### src/rtl/uart_echo.sv
// uart_echo: 8N1 UART receiver looped back into a transmitter through a 1-entry holding register.
// Optional UART_FRAMING_CHECK_EN drops frames whose stop bit samples low.
module uart_echo #(
    parameter int CLKS_PER_BIT = 18
) (
    input  logic       clock,
    input  logic       clear,
    input  logic       receive,
    output logic       transmit,
    output logic [7:0] data
);
    localparam int CW = $clog2(CLKS_PER_BIT);
    localparam logic [CW-1:0] BIT_END = CW'(CLKS_PER_BIT - 1);
    localparam logic [CW-1:0] HALF_END = CW'(CLKS_PER_BIT / 2 - 1);

    typedef enum logic [1:0] {IDLE, START, DATA, STOP} state_e;

    state_e rx_state_q, rx_state_d, tx_state_q, tx_state_d;
    logic sync1_q, sync2_q;
    logic [CW-1:0] rx_cnt_q, rx_cnt_d, tx_cnt_q, tx_cnt_d, turn_q, turn_d;
    logic [2:0] rx_bit_q, rx_bit_d, tx_bit_q, tx_bit_d;
    logic [7:0] rx_shift_q, rx_shift_d, tx_shift_q, tx_shift_d;
    logic [7:0] hold_q, hold_d, data_q, data_d;
    logic hold_full_q, hold_full_d, tx_q, tx_d;
    logic rx_done, stop_ok;

`ifdef UART_FRAMING_CHECK_EN
    assign stop_ok = sync2_q;
`else
    assign stop_ok = 1'b1;
`endif

    always_comb begin
        rx_state_d = rx_state_q;
        rx_cnt_d = rx_cnt_q + CW'(1);
        rx_bit_d = rx_bit_q;
        rx_shift_d = rx_shift_q;
        rx_done = 1'b0;
        case (rx_state_q)
            IDLE: begin
                rx_cnt_d = '0;
                rx_state_d = sync2_q ? IDLE : START;
            end
            START: if (rx_cnt_q == HALF_END) begin
                rx_cnt_d = '0;
                rx_state_d = sync2_q ? IDLE : DATA;
            end
            DATA: if (rx_cnt_q == BIT_END) begin
                rx_cnt_d = '0;
                rx_shift_d = {sync2_q, rx_shift_q[7:1]};
                rx_bit_d = rx_bit_q + 3'd1;
                rx_state_d = (rx_bit_q == 3'd7) ? STOP : DATA;
            end
            STOP: if (rx_cnt_q == BIT_END) begin
                rx_done = stop_ok;
                rx_state_d = IDLE;
            end
        endcase
    end

    // turn_q counts the turnaround from the latest holding-register write
    always_comb begin
        tx_state_d = tx_state_q;
        tx_cnt_d = tx_cnt_q + CW'(1);
        tx_bit_d = tx_bit_q;
        tx_shift_d = tx_shift_q;
        tx_d = tx_q;
        hold_full_d = hold_full_q;
        hold_d = hold_q;
        data_d = data_q;
        turn_d = (turn_q == BIT_END) ? turn_q : turn_q + CW'(1);
        case (tx_state_q)
            IDLE: begin
                tx_cnt_d = '0;
                if (hold_full_q && turn_q == BIT_END) begin
                    tx_state_d = START;
                    tx_shift_d = hold_q;
                    hold_full_d = 1'b0;
                    tx_d = 1'b0;
                end
            end
            START: if (tx_cnt_q == BIT_END) begin
                tx_cnt_d = '0;
                tx_state_d = DATA;
                tx_d = tx_shift_q[0];
            end
            DATA: if (tx_cnt_q == BIT_END) begin
                tx_cnt_d = '0;
                tx_bit_d = tx_bit_q + 3'd1;
                tx_shift_d = {1'b0, tx_shift_q[7:1]};
                tx_d = (tx_bit_q == 3'd7) ? 1'b1 : tx_shift_q[1];
                tx_state_d = (tx_bit_q == 3'd7) ? STOP : DATA;
            end
            STOP: if (tx_cnt_q == BIT_END) tx_state_d = IDLE;
        endcase
        if (rx_done) begin
            hold_full_d = 1'b1;
            hold_d = rx_shift_q;
            turn_d = '0;
            data_d = rx_shift_q;
        end
    end

    always_ff @(posedge clock or negedge clear) begin
        if (!clear) begin
            sync1_q <= 1'b1;
            sync2_q <= 1'b1;
            rx_state_q <= IDLE;
            rx_cnt_q <= '0;
            rx_bit_q <= '0;
            rx_shift_q <= '0;
            tx_state_q <= IDLE;
            tx_cnt_q <= '0;
            tx_bit_q <= '0;
            tx_shift_q <= '0;
            tx_q <= 1'b1;
            hold_q <= '0;
            hold_full_q <= 1'b0;
            turn_q <= '0;
            data_q <= '0;
        end else begin
            sync1_q <= receive;
            sync2_q <= sync1_q;
            rx_state_q <= rx_state_d;
            rx_cnt_q <= rx_cnt_d;
            rx_bit_q <= rx_bit_d;
            rx_shift_q <= rx_shift_d;
            tx_state_q <= tx_state_d;
            tx_cnt_q <= tx_cnt_d;
            tx_bit_q <= tx_bit_d;
            tx_shift_q <= tx_shift_d;
            tx_q <= tx_d;
            hold_q <= hold_d;
            hold_full_q <= hold_full_d;
            turn_q <= turn_d;
            data_q <= data_d;
        end
    end

    assign transmit = tx_q;
    assign data = data_q;
endmodule

### config.mk
export PLATFORM = sky130hd
export DESIGN_NAME = uart_echo
export DESIGN_NICKNAME = d
export VERILOG_FILES = /design/src/rtl/uart_echo.sv
export SDC_FILE = /design/constraint.sdc
export NUM_CORES = 1
export LEC_CHECK = 0
export ABC_CLOCK_PERIOD_IN_PS = 2400
export CORE_MARGIN = 2
export CORE_UTILIZATION = 40
export CTS_CLUSTER_SIZE = 8
export DETAILED_ROUTE_END_ITERATION = 10
export HOLD_SLACK_MARGIN = 0.15
export SYNTH_ARGS = -nofsm -noshare
export SYNTH_HDL_FRONTEND = slang
export SYNTH_SLANG_ARGS = --single-unit
### constraint.sdc
create_clock -name clock -period 2.4 [get_ports clock]
set_input_delay 0.36 -clock clock [delete_from_list [all_inputs] [get_ports clock]]
set_output_delay 0.36 -clock clock [all_outputs]
set_load 0.02 [all_outputs]
==> results of run 1 <==
[cell usage after synthesis (2+ instances only)]
master      n
dfrtp_1    50
mux2_2     32
nor2_1     21
ha_1       17
inv_1       8
nand2_1     7
xor2_1      7
nand3_1     6
a21oi_1     5
xnor2_1     5
buf_2       3
dfstp_2     3
mux2_4      3
nand4bb_1   3
mux2i_1     2
nor3_1      2
o21ai_0     2
o22ai_1     2
[repair_timing]
| item | 4_1_cts | 5_1_grt |
|---|---|---|
| hold buffers | 1 | 0 |
| setup endpoints to repair | 0 | 0 |
| hold endpoints to repair | 50 | 0 |
| resized for setup | 0 | 0 |
[flip-flops by register name, summed over array words and instances, names as in the netlist, named ones only]
| signal | count |
|---|---|
| data | 8 |
| rx_shift_q | 8 |
| tx_shift_q | 8 |
| rx_cnt_q | 5 |
| turn_q | 5 |
| tx_cnt_q | 5 |
| rx_bit_q | 3 |
| tx_bit_q | 3 |
| tx_state_q | 2 |
| hold_full_q | 1 |
| rx_state_q | 1 |
| sync1_q | 1 |
| sync2_q | 1 |
| transmit | 1 |
[final cells by class]
type                       count  area (µm²)  area share
sequential                    53        1330       0.469
timing repair buffer          16         158      0.0556
tap                           75        93.8      0.0331
multi-input combinational    129        1110       0.391
clock buffer                   5        68.8      0.0243
inverter                       8        30.0      0.0106
clock inverter                 3        47.5      0.0168
[final timing paths]
path                       slack (ns)       endpoint  cells after the start
min reg2reg                      0.36        sync2_q                      0
max                              0.43  tx_shift_q[3]                      6
min                              0.36        sync2_q                      0
min in group asynchronous        0.56    tx_cnt_q[4]                      3
max in group asynchronous        1.54        sync2_q                      3
max reg2reg                      0.43  tx_shift_q[3]                      6
[where the power goes]
part | total [µW] | internal [µW] | switching, µW
combinational | 813 | 398 | 415
clock | 630 | 319 | 311
sequential | 1240 | 1060 | 181
[metrics by stage]
stage          instances  cell area, µm²  utilization
2_1_floorplan        195            2500            -
3_3_place_gp         280            2710        0.453
3_5_place_dp         280            2710        0.453
4_1_cts              289            2840        0.474
5_1_grt              289            2840        0.474
6_report             289            2840        0.474
[layer usage]
| layer | share of wire | up-vias | wire length (µm) | GRT usage |
|---|---|---|---|---|
| met4 | 0.018 | 0 | 70 | 0.0492 |
| li1 | - | 710 | - | - |
| met5 | 0 | - | 0 | 0 |
| met1 | 0.52 | 706 | 1960 | 0.165 |
| met2 | 0.44 | 13 | 1660 | 0.170 |
| met3 | 0.024 | 6 | 92 | 0.0278 |
[critical path, stage by stage, from the launching register on]
cell and delay, ns:
dfrtp_1 0.41, inv_1 0.11, ha_1 0.33, buf_4 0.21
nand2b_1 0.17, a21oi_4 0.28, mux2_2 0.37
[cell families after synthesis]
| kind of cell | count (synthesis) |
|---|---|
| xor+xnor | 12 |
| compound gates | 15 |
| fa+ha+maj | 17 |
| mux | 37 |
| buf+inv | 13 |
| simple gates | 48 |
| flops | 53 |
==> results.md, run 1 <==
- Max Fclk: 508 MHz
- Post-synth ARST share: 1.00
- Layout cells sized above 1: 0.252
- Die area: 0.00691 mm²
- Placement Rows: 28
- Die X: 83.1 µm
- Final GP Congestion: around 0.69
- CP arrival: 2.17 ns
- Max VDD drop: 0.469 mV
- Slew @ Worst Pin: 0.459 ns
- Setup crit start: tx_state_q[0]
- Most frequent cells in the layout: dfrtp_1 (50), mux2_2 (32), nor2_1 (21)
- Detailed-placement wirelength estimate: 2530 µm
- CTS H-tree lvls: 2
- CP Launch Type: flop
- Final Skew: 0.00838 ns
- Initial antenna violation count: 0
- Layout net count: 233
- First-pass GRT wire length: 6500 µm
- Pre-antenna DRT Iters: 4
- Clock Path Buffers: 2
- Final worst-path cycle share: 0.821
- Effective utilization at floorplan: 0.418
- Crit Path Category: flop to flop
- Largest net degree at the start of global routing: 54
- PnR Total Power: 2690 µW
- Vias in the first global route: 1,361
- Unrepaired setup endpoints after global routing: no
- Critical Path RT: 2.60 ns
- Cell Area, Synth: between 0.002 and 0.003 mm²
- Yosys reg bits: 53
- Vias: 1,435
- Root Buffer: clkbuf_8
- Post-Synth Adder-Cell Area: 0.0850
- DIE HEIGHT: 83.1 µm
- Mux contribution to synthesized area: 0.170
- Final setup margin: 0.431 ns
- Simple-gate portion of the synthesized area: 0.101
- Top cell type's share of synthesized area: 0.500
- Vias per cell: 4.97
- Hold Startpoint: sync1_q
- WL per Instance: between 10 and 15 µm
- Yosys cell types: 35
- Post-Route WL: 3790 µm
- Synth top area cells: dfrtp_1 (50%), mux2_2 (14%), ha_1 (8.5%)
- Seq/Total Area, Yosys: 0.531
- Max transition margin: 0.693
- Pwr/cell area: roughly 950 mW/mm²
- Period minus WS final: ~2.0 ns
- Setup Slack @ Placement: 0.421 ns
- Static Leak: around 0.0014 µW
- Mean Syn Cell Area: 12.8 µm²
- Core Footprint: between 0.005 and 0.006 mm²
- P&R area growth vs syn: 13.3%
- Hold crit path type: flop to flop
- Commonest non-fill, non-tap cell in the layout: dfrtp_1
- Final hold viol count: 0
- Post-synthesis compound-gate area fraction: 0.0450
- Ports: 12
- WHS: approximately 0.36 ns
- Main synth FF type: dfrtp_1
- Combinational family with the most area after synthesis: multiplexers
- Setup violations, final: 0
- Total of max-cap violations: 0
- R2R Path Start: tx_state_q[0]
- CTS tree: built
- Synth area leader: dfrtp_1
- Setup Buffers After CTS: 0
- 1st-iter DRT viols: 79
- Clock Latency Late Sink: 0.31 ns
- Clock slew at reported path FFs: ~0.10 ns
- Setup_tns: 0 ns
- Antenna fix cells: 0
- EDFF count, synth: 0
- DRC violations left: 0
- Outcome: completed
- Global-route usage over all layers: 0.116
- Final antenna-violating net count: 0
- Synth Area in XOR/XNOR: 0.0420
- Clock sinks: 53
- GRT overflow: 0
- Crit end category: flop
- Pins Over Slew Limit: 0
- Synth Instances: 195
- Yosys warnings: 0
- Fillers: 540
- Worst-path maximum fanout: 9
- Num CTS Buffers: 5
- Syn Nets: 215
- PortBufs: 11
Note: power is estimated with default switching activity, not from simulation.
==> run 2: changes to the inputs <==
Settings changed: ABC_CLOCK_PERIOD_IN_PS 2400 to 1900.
Clock period 2.4 ns to 1.9 ns, I/O delays scaled along.
==> results.md, run 2 (synthesized netlist as in run 1, its figures left out) <==
- Pins Over Slew Limit: 0
- Final worst-path cycle share: 0.946
- Switching share of power: 0.335
- Final hold viol count: 0
- Period minus WS final: around 1.8 ns
- Layout cells sized above 1: 0.276
- Max VDD drop: roughly 0.53 mV
- Post-route cell area: 0.00289 mm²
- Hold Startpoint: sync1_q
- Crit end category: flop
- Pwr/cell area: 1210 mW/mm²
- Die X: a little over 80 µm
- WHS: between 0.3 and 0.4 ns
- Largest net degree at the start of global routing: 54
- Antenna fix cells: 0
- Worst Hold Endpoint: sync2_q
- Most frequent cells in the layout: dfrtp_1 (50), mux2_2 (32), nor2_1 (21)
- Worst-path maximum fanout: 6
- Setup Slack @ Placement: about 0.092 ns
- 1st-iter DRT viols: 48
- Pre-antenna DRT Iters: 4
- Vias: around 1,500
- Root Buffer: clkbuf_8
- GRT overflow: 0
- Static Leak: 0.00141 µW
- Clock sinks: 53
- Flop2flop setup slack: 0.10 ns
- Comb power frac: 0.328
- PortBufs: 11
- Ports: 12
- WL per Instance: 12.9 µm
- Final GP Congestion: a little under 0.9
- Slew @ Worst Pin: 0.461 ns
- DIE HEIGHT: ~83 µm
- Area after DPL: 0.00276 mm²
- P_sw: 1170 µW
- Post-Route WL: 3830 µm
- Critical Path RT: 2.09 ns
- CTS H-tree lvls: 2
- Clock slew at reported path FFs: approximately 0.1 ns
- Unrepaired setup endpoints after global routing: no
- WHS Path Cells: 0
- Vias in the first global route: 1,439
- Total of max-cap violations: 0
- First-pass GRT wire length: 6800 µm
- Detailed-placement wirelength estimate: 2630 µm
- R2R Path Start: tx_state_q[0]
- Final antenna-violating net count: 0
- Effective utilization at floorplan: 0.418
- Flop pwr share: 0.443
- Vias per cell: about 5
- Die area: ~0.0069 mm²
- Clock Path Buffers: 2
- Crit Path Category: flop to flop
- Layout net count: 240
- CP Launch Type: flop
- Setup violations, final: 0
- Clk pwr share: 0.229
- R2r endpoint: tx_state_q[1]
- Global-route usage over all layers: 0.121
- DRC violations left: 0
- Core Footprint: 0.00599 mm²
- CTS tree: built
- Footprint of the multi-input gates: roughly 0.0011 mm²
- R2R cell count: 5
- Max transition margin: 0.692
- Initial antenna violation count: 0
- Hold crit path type: flop to flop
- Placed Cells: 286
- Outcome: completed
- Final Skew: slightly below 0.01 ns
- Clock Latency Late Sink: a little over 0.3 ns
- Register area: 0.00133 mm²
- Num CTS Buffers: 5
- Setup_tns: 0 ns
- Cell internal pwr: approximately 2300 µW
- Fillers: 547
- CP arrival: 1.99 ns
- Max Fclk: 557 MHz
- Placement Rows: 28
- P&R area growth vs syn: 15.4%
- Final cell count without fillers: just under 300
- Final setup margin: 0.103 ns
- Post_cts resized: 0
- Commonest non-fill, non-tap cell in the layout: dfrtp_1
run 2: critical path, stage by stage (launching register included):
cell and delay [ns]:
dfrtp_1 0.38, inv_1 0.09, ha_1 0.27, or3_1 0.38, a21oi_1 0.20, mux2_2 0.35
run 2: cell type report:
cell class	count	area share
multi-input combinational	129	0.384
tap	75	0.0325
inverter	8	0.0104
timing repair buffer	23	0.0727
sequential	53	0.460
clock inverter	3	0.0165
clock buffer	5	0.0238
run 2: power by group through the flow:
stage | logic, µW | registers (µW) | clock network (µW)
6_report | 1140 | 1550 | 798
5_1_grt | 1300 | 1580 | 863
4_1_cts | 1150 | 1550 | 829
3_5_place_dp | 1140 | 1570 | 0
3_3_place_gp | 1130 | 1570 | 0
2_1_floorplan | 848 | 1540 | 0
run 2: what timing repair did:
| item | 4_1_cts | 5_1_grt |
|---|---|---|
| hold buffers | 1 | 0 |
| hold endpoints to repair | 50 | 0 |
| endpoints found under the setup margin | 0 | 2 |
| setup buffers | 0 | 1 |
run 2: worst max path at each step:
stage / slack [ns] / end / start
global route: 0.009 / tx_state_q[1] / tx_state_q[0]
floorplan: 0.14 / tx_state_q[1] / tx_state_q[0]
CTS: 0.06 / tx_state_q[1] / tx_state_q[0]
detailed placement: 0.09 / tx_state_q[1] / tx_state_q[0]
finish: 0.10 / tx_state_q[1] / tx_state_q[0]
global placement: 0.14 / tx_state_q[1] / tx_state_q[0]
run 2: metal layers:
layer / global-route usage / share of wire
met1: 0.165 / 0.51
met2: 0.183 / 0.45
met3: 0.0348 / 0.027
met4: 0.0432 / 0.0092
met5: 0 / 0
run 2: through the flow:
step	power, µW	util
after floorplan	2380	-
after global placement	2700	0.460
after detailed placement	2710	0.460
after CTS	3520	0.481
after global routing	3740	0.482
final	3490	0.482
==> run 3: changes to the inputs <==
Settings changed: ABC_AREA from default to 1.
==> results.md, run 3 <==
- PortBufs: 11
- Layout net count: 325
- Setup violations, final: 0
- Final antenna-violating net count: 0
- Clock Latency Late Sink: ~0.3 ns
- P&R area growth vs syn: 11.5%
- Hold crit path type: flop to flop
- R2r endpoint: tx_shift_q[3]
- Critical Path RT: 1.62 ns
- Outcome: completed
- Die X: roughly 85 µm
- Root Buffer: clkbuf_8
- Static Leak: ~0.0015 µW
- Synth area leader: dfrtp_1
- Most common cell in the netlist: nand2_1
- Post-synth ARST share: 1.00
- Placement Rows: 29
- Antenna fix cells: 0
- Crit Path Category: flop to primary output
- WL per Instance: 10.9 µm
- Clock Path Buffers: 2
- Slew @ Worst Pin: 0.415 ns
- Final GP Congestion: between 0.7 and 0.8
- Critical path buffers and inverters: 1
- 1st-iter DRT viols: 94
- Final hold viol count: 0
- Final setup margin: roughly 0.18 ns
- EDFF count, synth: 0
- Crit end category: primary output
- Vias: 1,791
- WHS Path Cells: 0
- Total of max-cap violations: 0
- Final Skew: 0.00561 ns
- Pwr/cell area: 1120 mW/mm²
- Synth top area cells: dfrtp_1 (48%), nand2_1 (13%), ha_1 (8.1%)
- GRT overflow: 0
- Detailed-placement wirelength estimate: 3010 µm
- Yosys warnings: 0
- R2R Path Start: tx_state_q[0]
- Commonest cells in the netlist: nand2_1 (88), dfrtp_1 (50), inv_1 (28)
- Die area: 0.00725 mm²
- Seq/Total Area, Yosys: 0.505
- Unrepaired setup endpoints after global routing: no
- DRC violations left: 0
- Top cell type's share of synthesized area: 0.475
- Mean Syn Cell Area: 9.15 µm²
- Commonest non-fill, non-tap cell in the layout: nand2_1
- Num CTS Buffers: 5
- Post-Route WL: around 4200 µm
- Worst path max stage delay: 0.59 ns
- Crit-path leading delay family: buffers and inverters
- Setup crit start: transmit
- Max transition margin: 0.723
- CTS H-tree lvls: 2
- Main synth FF type: dfrtp_1
- CTS tree: built
- Crit-path slowest cell: clkdlybuf4s50_1
- Cell Area, Synth: 0.00263 mm²
- Hold Startpoint: sync1_q
- Vias per cell: 4.68
- Worst-path maximum fanout: 2
- R2R cell count: 8
- First-pass GRT wire length: ~7600 µm
- Initial antenna violation count: 0
- Layout cells sized above 1: 0.150
- Synth Instances: 288
- Worst path cell trace: clkdlybuf4s50_1
- Clock slew at reported path FFs: around 0.09 ns
- Setup Slack @ Placement: 0.364 ns
- Syn Nets: 308
- Max VDD drop: 0.594 mV
- DIE HEIGHT: 85.1 µm
- WHS: 0.361 ns
- Clock sinks: 53
- Max Fclk: 583 MHz
- Largest net degree at the start of global routing: 54
- Pre-antenna DRT Iters: 4
- Most frequent cells in the layout: nand2_1 (88), dfrtp_1 (50), inv_1 (28)
- Global-route usage over all layers: 0.129
- Period minus WS final: 1.72 ns
- Yosys cell types: 26
- CP Launch Type: flop
- Effective utilization at floorplan: 0.415
- Pins Over Slew Limit: 0
- CP arrival: about 1.4 ns
- Yosys reg bits: 53
- Stages on the worst setup path: 1
- Worst Hold Endpoint: sync2_q
- Vias in the first global route: 1,651
- Core Footprint: 0.00635 mm²
- Flop2flop setup slack: 0.37 ns
- Setup_tns: 0 ns
- Ports: 12
- Final worst-path cycle share: 0.903
## run 3: cell type report
class	count	area (µm²)
Fill cell	605	3410
Sequential cell	53	1330
Clock inverter	2	13.8
Inverter	32	123
Tap cell	77	96.3
Multi-Input combinational cell	198	1140
Clock buffer	6	82.6
Timing Repair Buffer	15	150
## run 3: cells by family (layout without fill, tap and decap cells)
family | after synthesis | after routing | share of synthesized area
adders and majority gates | 17 | 17 | 0.0808
DFF | 53 | 53 | 0.505
buffers and inverters | 37 | 55 | 0.0618
xor gates and xnor gates | 11 | 11 | 0.0366
and+or+nand+nor | 141 | 141 | 0.233
AOI/OAI and AO/OA | 29 | 29 | 0.0831
## run 3: layer usage
| metal | share of wire | routed length, µm | track usage | up-vias |
|---|---|---|---|---|
| li1 | - | - | - | 934 |
| met3 | 0.032 | 136 | 0.0292 | 2 |
| met4 | 0.0021 | 9 | 0.0433 | 0 |
| met2 | 0.45 | 1880 | 0.194 | 19 |
| met5 | 0 | 0 | 0 | - |
| met1 | 0.52 | 2160 | 0.184 | 836 |
## run 3: timing repair
action                     4_1_cts  5_1_grt
hold endpoints to repair        50        0
setup endpoints to repair        0        0
setup buffers                    0        0
resized for setup                0        0
hold buffers                     1        0
## run 3: worst max-delay path by stage
| stage | to | slack [ns] |
|---|---|---|
| global route | transmit | 0.14 |
| finish | transmit | 0.18 |
| global placement | tx_shift_q[4] | 0.41 |
| floorplan | tx_shift_q[7] | 0.45 |
| CTS | transmit | 0.17 |
| detailed placement | tx_shift_q[5] | 0.36 |
## run 3: report_power, final
group | switching [µW] | internal [µW]
clock | 368 | 296
sequential | 189 | 1300
combinational | 712 | 429
total | 1270 | 2030
## run 3: stage by stage
stage	power (µW)	cell area [µm²]	cells	util
6_report	3300	2940	383	0.462
2_1_floorplan	2420	2630	288	-
5_1_grt	3570	2940	383	0.462
3_3_place_gp	2630	2830	374	0.446
3_5_place_dp	2670	2830	374	0.446
4_1_cts	3360	2940	383	0.462
